$ cat src/rtl/inv_shift_rows_serial.sv
// -----------------------------------------------------------------------------
// inv_shift_rows_serial
//
// Byte-serial AES InvShiftRows engine. A 128-bit state arrives as 16 bytes in
// column-major order (byte k -> column k/4, row k%4). Each complete block is
// held in one of two ping-pong banks. It is then replayed with every row r
// rotated right by r columns. The engine sustains one byte per cycle with a
// latency of one block.
//
// Ports:
//   clk      in   rising-edge clock
//   reset    in   synchronous, active-high reset
//   s_valid  in   input byte valid
//   s_ready  out  engine can accept an input byte
//   s_data   in   input byte [7:0]
//   m_valid  out  output byte valid
//   m_ready  in   downstream accepts an output byte
//   m_data   out  output byte [7:0] (0x00 while m_valid is low)
//   m_last   out  high with output byte 15 of a block
//   enc      in   only with AES_SR_DUAL_DIR_EN: 1 = forward ShiftRows for the
//                 block whose byte 0 is accepted in this cycle
//
// Build option:
//   AES_SR_DUAL_DIR_EN  adds the enc port and a direction flag for each bank.
//                       Without it, the engine always applies the inverse
//                       mapping.
// -----------------------------------------------------------------------------
module inv_shift_rows_serial (
  input  logic       clk,
  input  logic       reset,
  input  logic       s_valid,
  output logic       s_ready,
  input  logic [7:0] s_data,
  output logic       m_valid,
  input  logic       m_ready,
  output logic [7:0] m_data,
  output logic       m_last
`ifdef AES_SR_DUAL_DIR_EN
  ,
  input  logic       enc
`endif
);

  logic [7:0] bank_q [2][16];

  logic [1:0] full_q,   full_d;
  logic       wr_sel_q, wr_sel_d;
  logic       rd_sel_q, rd_sel_d;
  logic [3:0] wr_cnt_q, wr_cnt_d;
  logic [3:0] rd_cnt_q, rd_cnt_d;

  logic       wr_fire;
  logic       rd_fire;
  logic [1:0] rd_col;
  logic [1:0] rd_row;
  logic [1:0] src_col;
  logic [3:0] rd_idx;

`ifdef AES_SR_DUAL_DIR_EN
  logic [1:0] dir_q, dir_d;
`endif

  // Both ready and valid come only from the full flags. This keeps m_ready
  // and s_ready, and also s_valid and m_valid, free of combinational paths.
  assign s_ready = !full_q[wr_sel_q];
  assign m_valid = full_q[rd_sel_q];
  assign wr_fire = s_valid & s_ready;
  assign rd_fire = m_valid & m_ready;

  // Next-state logic for the pointers, counters and full flags.
  // A write only targets a non-full bank, and a read only drains a full bank.
  // The set and the clear therefore never hit the same flag in one cycle.
  always_comb begin
    // NOTE: every output of this block gets a default first. This prevents a
    // latch on any path that does not assign it.
    full_d   = full_q;
    wr_sel_d = wr_sel_q;
    wr_cnt_d = wr_cnt_q;
    rd_sel_d = rd_sel_q;
    rd_cnt_d = rd_cnt_q;

    if (wr_fire) begin
      wr_cnt_d = wr_cnt_q + 4'd1;  // wraps 15 -> 0
      if (wr_cnt_q == 4'd15) begin
        full_d[wr_sel_q] = 1'b1;
        wr_sel_d         = ~wr_sel_q;
      end
    end

    if (rd_fire) begin
      rd_cnt_d = rd_cnt_q + 4'd1;  // wraps 15 -> 0
      if (rd_cnt_q == 4'd15) begin
        full_d[rd_sel_q] = 1'b0;
        rd_sel_d         = ~rd_sel_q;
      end
    end
  end

`ifdef AES_SR_DUAL_DIR_EN
  // Each bank keeps its direction for the whole block. The direction is
  // latched when byte 0 of the block enters the bank.
  always_comb begin
    dir_d = dir_q;
    if (wr_fire && (wr_cnt_q == 4'd0)) begin
      dir_d[wr_sel_q] = enc;
    end
  end
`endif

  // NOTE: sequential state uses non-blocking assignments. All registers then
  // update together on the clock edge.
  always_ff @(posedge clk) begin
    if (reset) begin
      full_q   <= 2'b00;
      wr_sel_q <= 1'b0;
      wr_cnt_q <= 4'd0;
      rd_sel_q <= 1'b0;
      rd_cnt_q <= 4'd0;
`ifdef AES_SR_DUAL_DIR_EN
      dir_q    <= 2'b00;
`endif
    end else begin
      full_q   <= full_d;
      wr_sel_q <= wr_sel_d;
      wr_cnt_q <= wr_cnt_d;
      rd_sel_q <= rd_sel_d;
      rd_cnt_q <= rd_cnt_d;
`ifdef AES_SR_DUAL_DIR_EN
      dir_q    <= dir_d;
`endif
    end
  end

  // NOTE: the bank storage has no reset. A bank is never read before its full
  // flag is set, so its stale contents are never visible.
  always_ff @(posedge clk) begin
    if (wr_fire) begin
      bank_q[wr_sel_q][wr_cnt_q] <= s_data;
    end
  end

  // Read-side address mapping. Output (col, row) fetches input column
  // col - row (inverse) or col + row (forward). The column arithmetic wraps
  // modulo 4 because it is 2 bits wide.
  always_comb begin
    rd_col = rd_cnt_q[3:2];
    rd_row = rd_cnt_q[1:0];
`ifdef AES_SR_DUAL_DIR_EN
    src_col = dir_q[rd_sel_q] ? (rd_col + rd_row) : (rd_col - rd_row);
`else
    src_col = rd_col - rd_row;
`endif
    rd_idx = {src_col, rd_row};
  end

  // The bank being read is full, so it cannot be written. Data therefore
  // stays stable during m_valid & !m_ready.
  assign m_data = m_valid ? bank_q[rd_sel_q][rd_idx] : 8'h00;
  assign m_last = m_valid & (rd_cnt_q == 4'd15);

endmodule

$ cat config.mk
export PLATFORM = sky130hd
export DESIGN_NAME = inv_shift_rows_serial
export DESIGN_NICKNAME = d
export VERILOG_FILES = /design/src/rtl/inv_shift_rows_serial.sv
export SDC_FILE = /design/constraint.sdc
export NUM_CORES = 1
export LEC_CHECK = 0
export CAP_MARGIN = 10
export CORE_UTILIZATION = 40
export CTS_CLUSTER_DIAMETER = 40
export DETAILED_ROUTE_END_ITERATION = 16
export GPL_ROUTABILITY_DRIVEN = 0
export PLACE_DENSITY = 0.56
export SETUP_SLACK_MARGIN = 0.5
export SLEW_MARGIN = 20
export SYNTH_ARGS = -nofsm -noshare
export SYNTH_HDL_FRONTEND = slang
export SYNTH_SLANG_ARGS = --single-unit
export TNS_END_PERCENT = 50
$ cat constraint.sdc
create_clock -name clk -period 2.8 [get_ports clk]
set_input_delay 0.56 -clock clk [delete_from_list [all_inputs] [get_ports clk]]
set_output_delay 0.56 -clock clk [all_outputs]
set_load 0.01 [all_outputs]
==> qor.yml <==
grt_pass1_vias: 6120
busiest_layer: "met2"
post-place-ws_ns: -0.2256
p_leak_nw: 4.539
finalPower_mw: 8.977
violations: "negative setup slack"
critPathKind: "flip-flop to output pin"
synth_flop_cell: "edfxtp_1"
fin_skew_ns: 0.01676
postRouteAntennaNets: 0
netlist_area_um2: 10860
use_met1: 0.2531
hp-class: "flip-flop to flip-flop"
syn-num-nets: 575
num-nets-final: 717
cp.arrival_ns: 2.57
hold_viol_final: 0
grt_antenna_before_repair: 0
hpwl_um: 15710
rsz0062_at_grt: "true"
synthesis.instances: 557
drive_above_1_share: 0.3956
design_area_um2: 13720
rows: 59
path_cells: "buf_6 > buf_6 > mux4_2 > mux2i_2 > buf_4 > nor2_1 > o31a_1 > buf_2"
insertion_delay_ns: 0.51
maxSlewViolCount: 0
drt_iter0_markers: 428
area_delta_synth_final_pct: 26.33
grt_util_met3: 0.03184
crit_top_cell: "buf_6"
fp.dieH_um: 166.8
ys_ff_latch: 269
start_util: 0.4120
setup_slack_ns: -0.3276
grt_max_degree: 33
overflow: 0
clockPowerShare: 0.485
routed_wl_um: 25720
track_usage: 0.1896
seqPwrFrac: 0.494
drcViolationCount: 0
cts_root_buffer: "clkbuf_16"
path_max_fanout: 7
peakVddDrop_v: 0.0004570
dieArea_um2: 27810
critPathTopFamily: "multiplexers"
yosysWarnings: 0
cts_buffer_depth: 3
grt_pass1_wl_um: 38410
port_buffers: 22
final_util: 0.5205
critPathSlowestCell: "mux4_2"
die_w_um: 166.8
worstPathRequired_ns: 2.24
fmaxAchievable_mhz: 319.7
nFillCells: 2083
worstMarginPinSlew_ns: 0.6151
drt_pass1_iterations: 5
vias: 5768
numCtsBuffers: 37
placed_area_um2: 12020
critPathCaptureType: "output pin"
cts_tree: "done"
antennaDiodeCount: 0
p_int_mw: 7.164
setup_viol: 8
grt.met2_usage: 0.3153
critPathBufInv: 4
ios: 23
slew_headroom: 0.5870
post_drt_wl_per_cell_um: 24.20
switching_share: 0.2020
drv_cap: 0
vias_per_cell: 5.426
h-tree-depth: 2
yosys.cell_types.count: 48
finalCriticalPeriod_ns: 3.128
synth_edf_count: 256
finalCritPeriodShare: 1.117
path_clk_slew_ns: 0.05
switchingPower_mw: 1.813
power_density_nw_per_um2: 654.4
async_reset_ff_frac: 0
syn-mean-instance-area_um2: 19.50
holdBufCountCts: 0
core_um2: 26350
status: "complete, but fails checks"
slowest_delay_ns: 0.53
comb_power_share: 0.021
start_kind: "flip-flop"
clock_sinks: 269
ys_seq_area_frac: 0.7319
==> Yosys cell counts (4+ instances only) <==
cell type / number / area, µm²
nand2_1: 15 / 56.30
o22ai_1: 5 / 31.28
xor2_1: 4 / 35.03
xnor2_1: 4 / 35.03
clkbuf_8: 4 / 55.05
o21ai_0: 5 / 25.02
clkbuf_1: 6 / 22.52
nor2_1: 49 / 183.9
mux2i_1: 27 / 270.3
edfxtp_1: 256 / 7687
mux4_1: 15 / 394.1
inv_1: 6 / 22.52
ha_1: 6 / 75.07
buf_6: 6 / 67.56
mux4_2: 36 / 810.8
nand3_1: 8 / 40.04
nor3_1: 5 / 25.02
buf_2: 8 / 40.04
mux2_2: 18 / 202.7
nor2b_1: 6 / 37.54
a221oi_1: 5 / 43.79
a2111oi_0: 5 / 43.79
o31a_1: 5 / 43.79
dfxtp_1: 13 / 260.3
==> sequential cells by signal, indices dropped and copies added (netlist names), named ones only <==
signal and count:
bank_q 256, rd_cnt_q 4, wr_cnt_q 4, full_q 2
rd_sel_q 1, wr_sel_q 1
==> kinds of logic (layout without fill, tap and decap cells) <==
group,Yosys count,count (layout),share of synthesized area
flops,269,269,0.7319
simple gates,101,101,0.04482
mux,98,98,0.1579
compound gates,41,41,0.02869
buf+inv,33,204,0.02120
xor+xnor,9,9,0.008641
fa+ha+maj,6,6,0.006913
==> area by class of cell <==
class	count	area, µm²	area share
clock inverters	21	155.1	0.01131
repair buffers	130	1271	0.09267
flip-flops and latches	269	7966	0.5807
multi-input cells	255	2868	0.2090
well taps	335	419.2	0.03055
clock buffers	47	1016	0.07406
inverters	6	22.52	0.001642
==> path summary, 6_finish.rpt <==
check	cells past startpoint	startpoint	end	slack (ns)
setup reg to reg	6	wr_sel_q	bank_q[0][40]	0.62
hold / removal	1	rd_sel_q	full_q[0]	0.57
hold reg to reg	1	rd_sel_q	full_q[0]	0.57
setup / recovery	8	flip-flop	m_data[3]	-0.33
==> stage by stage <==
| step | TNS (ns) | hold WS [ns] | instances |
|---|---|---|---|
| finish | -2.122 | 0.5709 | 1063 |
| global route | -2.789 | 0.5943 | 1063 |
| CTS | -2.137 | 0.5859 | 1058 |
| detailed placement | -1.077 | 0.5808 | 970 |
| global placement | -0.9733 | 0.5716 | 970 |
| floorplan | 0 | 0.5356 | 557 |
==> repair_timing <==
item / CTS / global route
buffers inserted: 18 / 4
gates resized for setup: 84 / 27
gates cloned: 2 / 1
endpoints found under the hold margin: 0 / 0
setup endpoints to repair: 202 / 80
pin swaps: 8 / 5
==> placed cells by master (no fill, tap or decap), drive strengths merged, types with 3 or more instances in the layout <==
| cell type | n |
|---|---|
| nor3 | 5 |
| inv | 9 |
| buf | 113 |
| dfxtp | 13 |
| xor2 | 4 |
| nand2 | 15 |
| clkdlybuf4s50 | 11 |
| ha | 6 |
| o21ai | 5 |
| clkinv | 16 |
| o22ai | 5 |
| a221oi | 5 |
| mux2 | 18 |
| nand3 | 9 |
| edfxtp | 256 |
| mux4 | 51 |
| or3b | 3 |
| and2 | 4 |
| a2111oi | 5 |
| mux2i | 29 |
| a31oi | 3 |
| a21oi | 3 |
| clkbuf | 48 |
| o2111ai | 3 |
| xnor2 | 4 |
| a22o | 3 |
| nor2 | 49 |
| nor2b | 8 |
| o31a | 5 |
==> layer usage <==
metal | routed length [µm] | part of all wire
met5 | 0 | 0
met4 | 583 | 0.023
met2 | 12620 | 0.49
met3 | 1374 | 0.053
met1 | 11150 | 0.43
==> power groups by stage <==
stage	Sequential, mW	Clock, mW	Combinational [mW]
4_1_cts	4.44	4.45	0.185
2_1_floorplan	4.52	0	0.0545
3_5_place_dp	4.52	0	0.179
5_1_grt	4.43	4.60	0.198
6_report	4.44	4.35	0.185
3_3_place_gp	4.52	0	0.173
(Power assumes the default switching activity.)
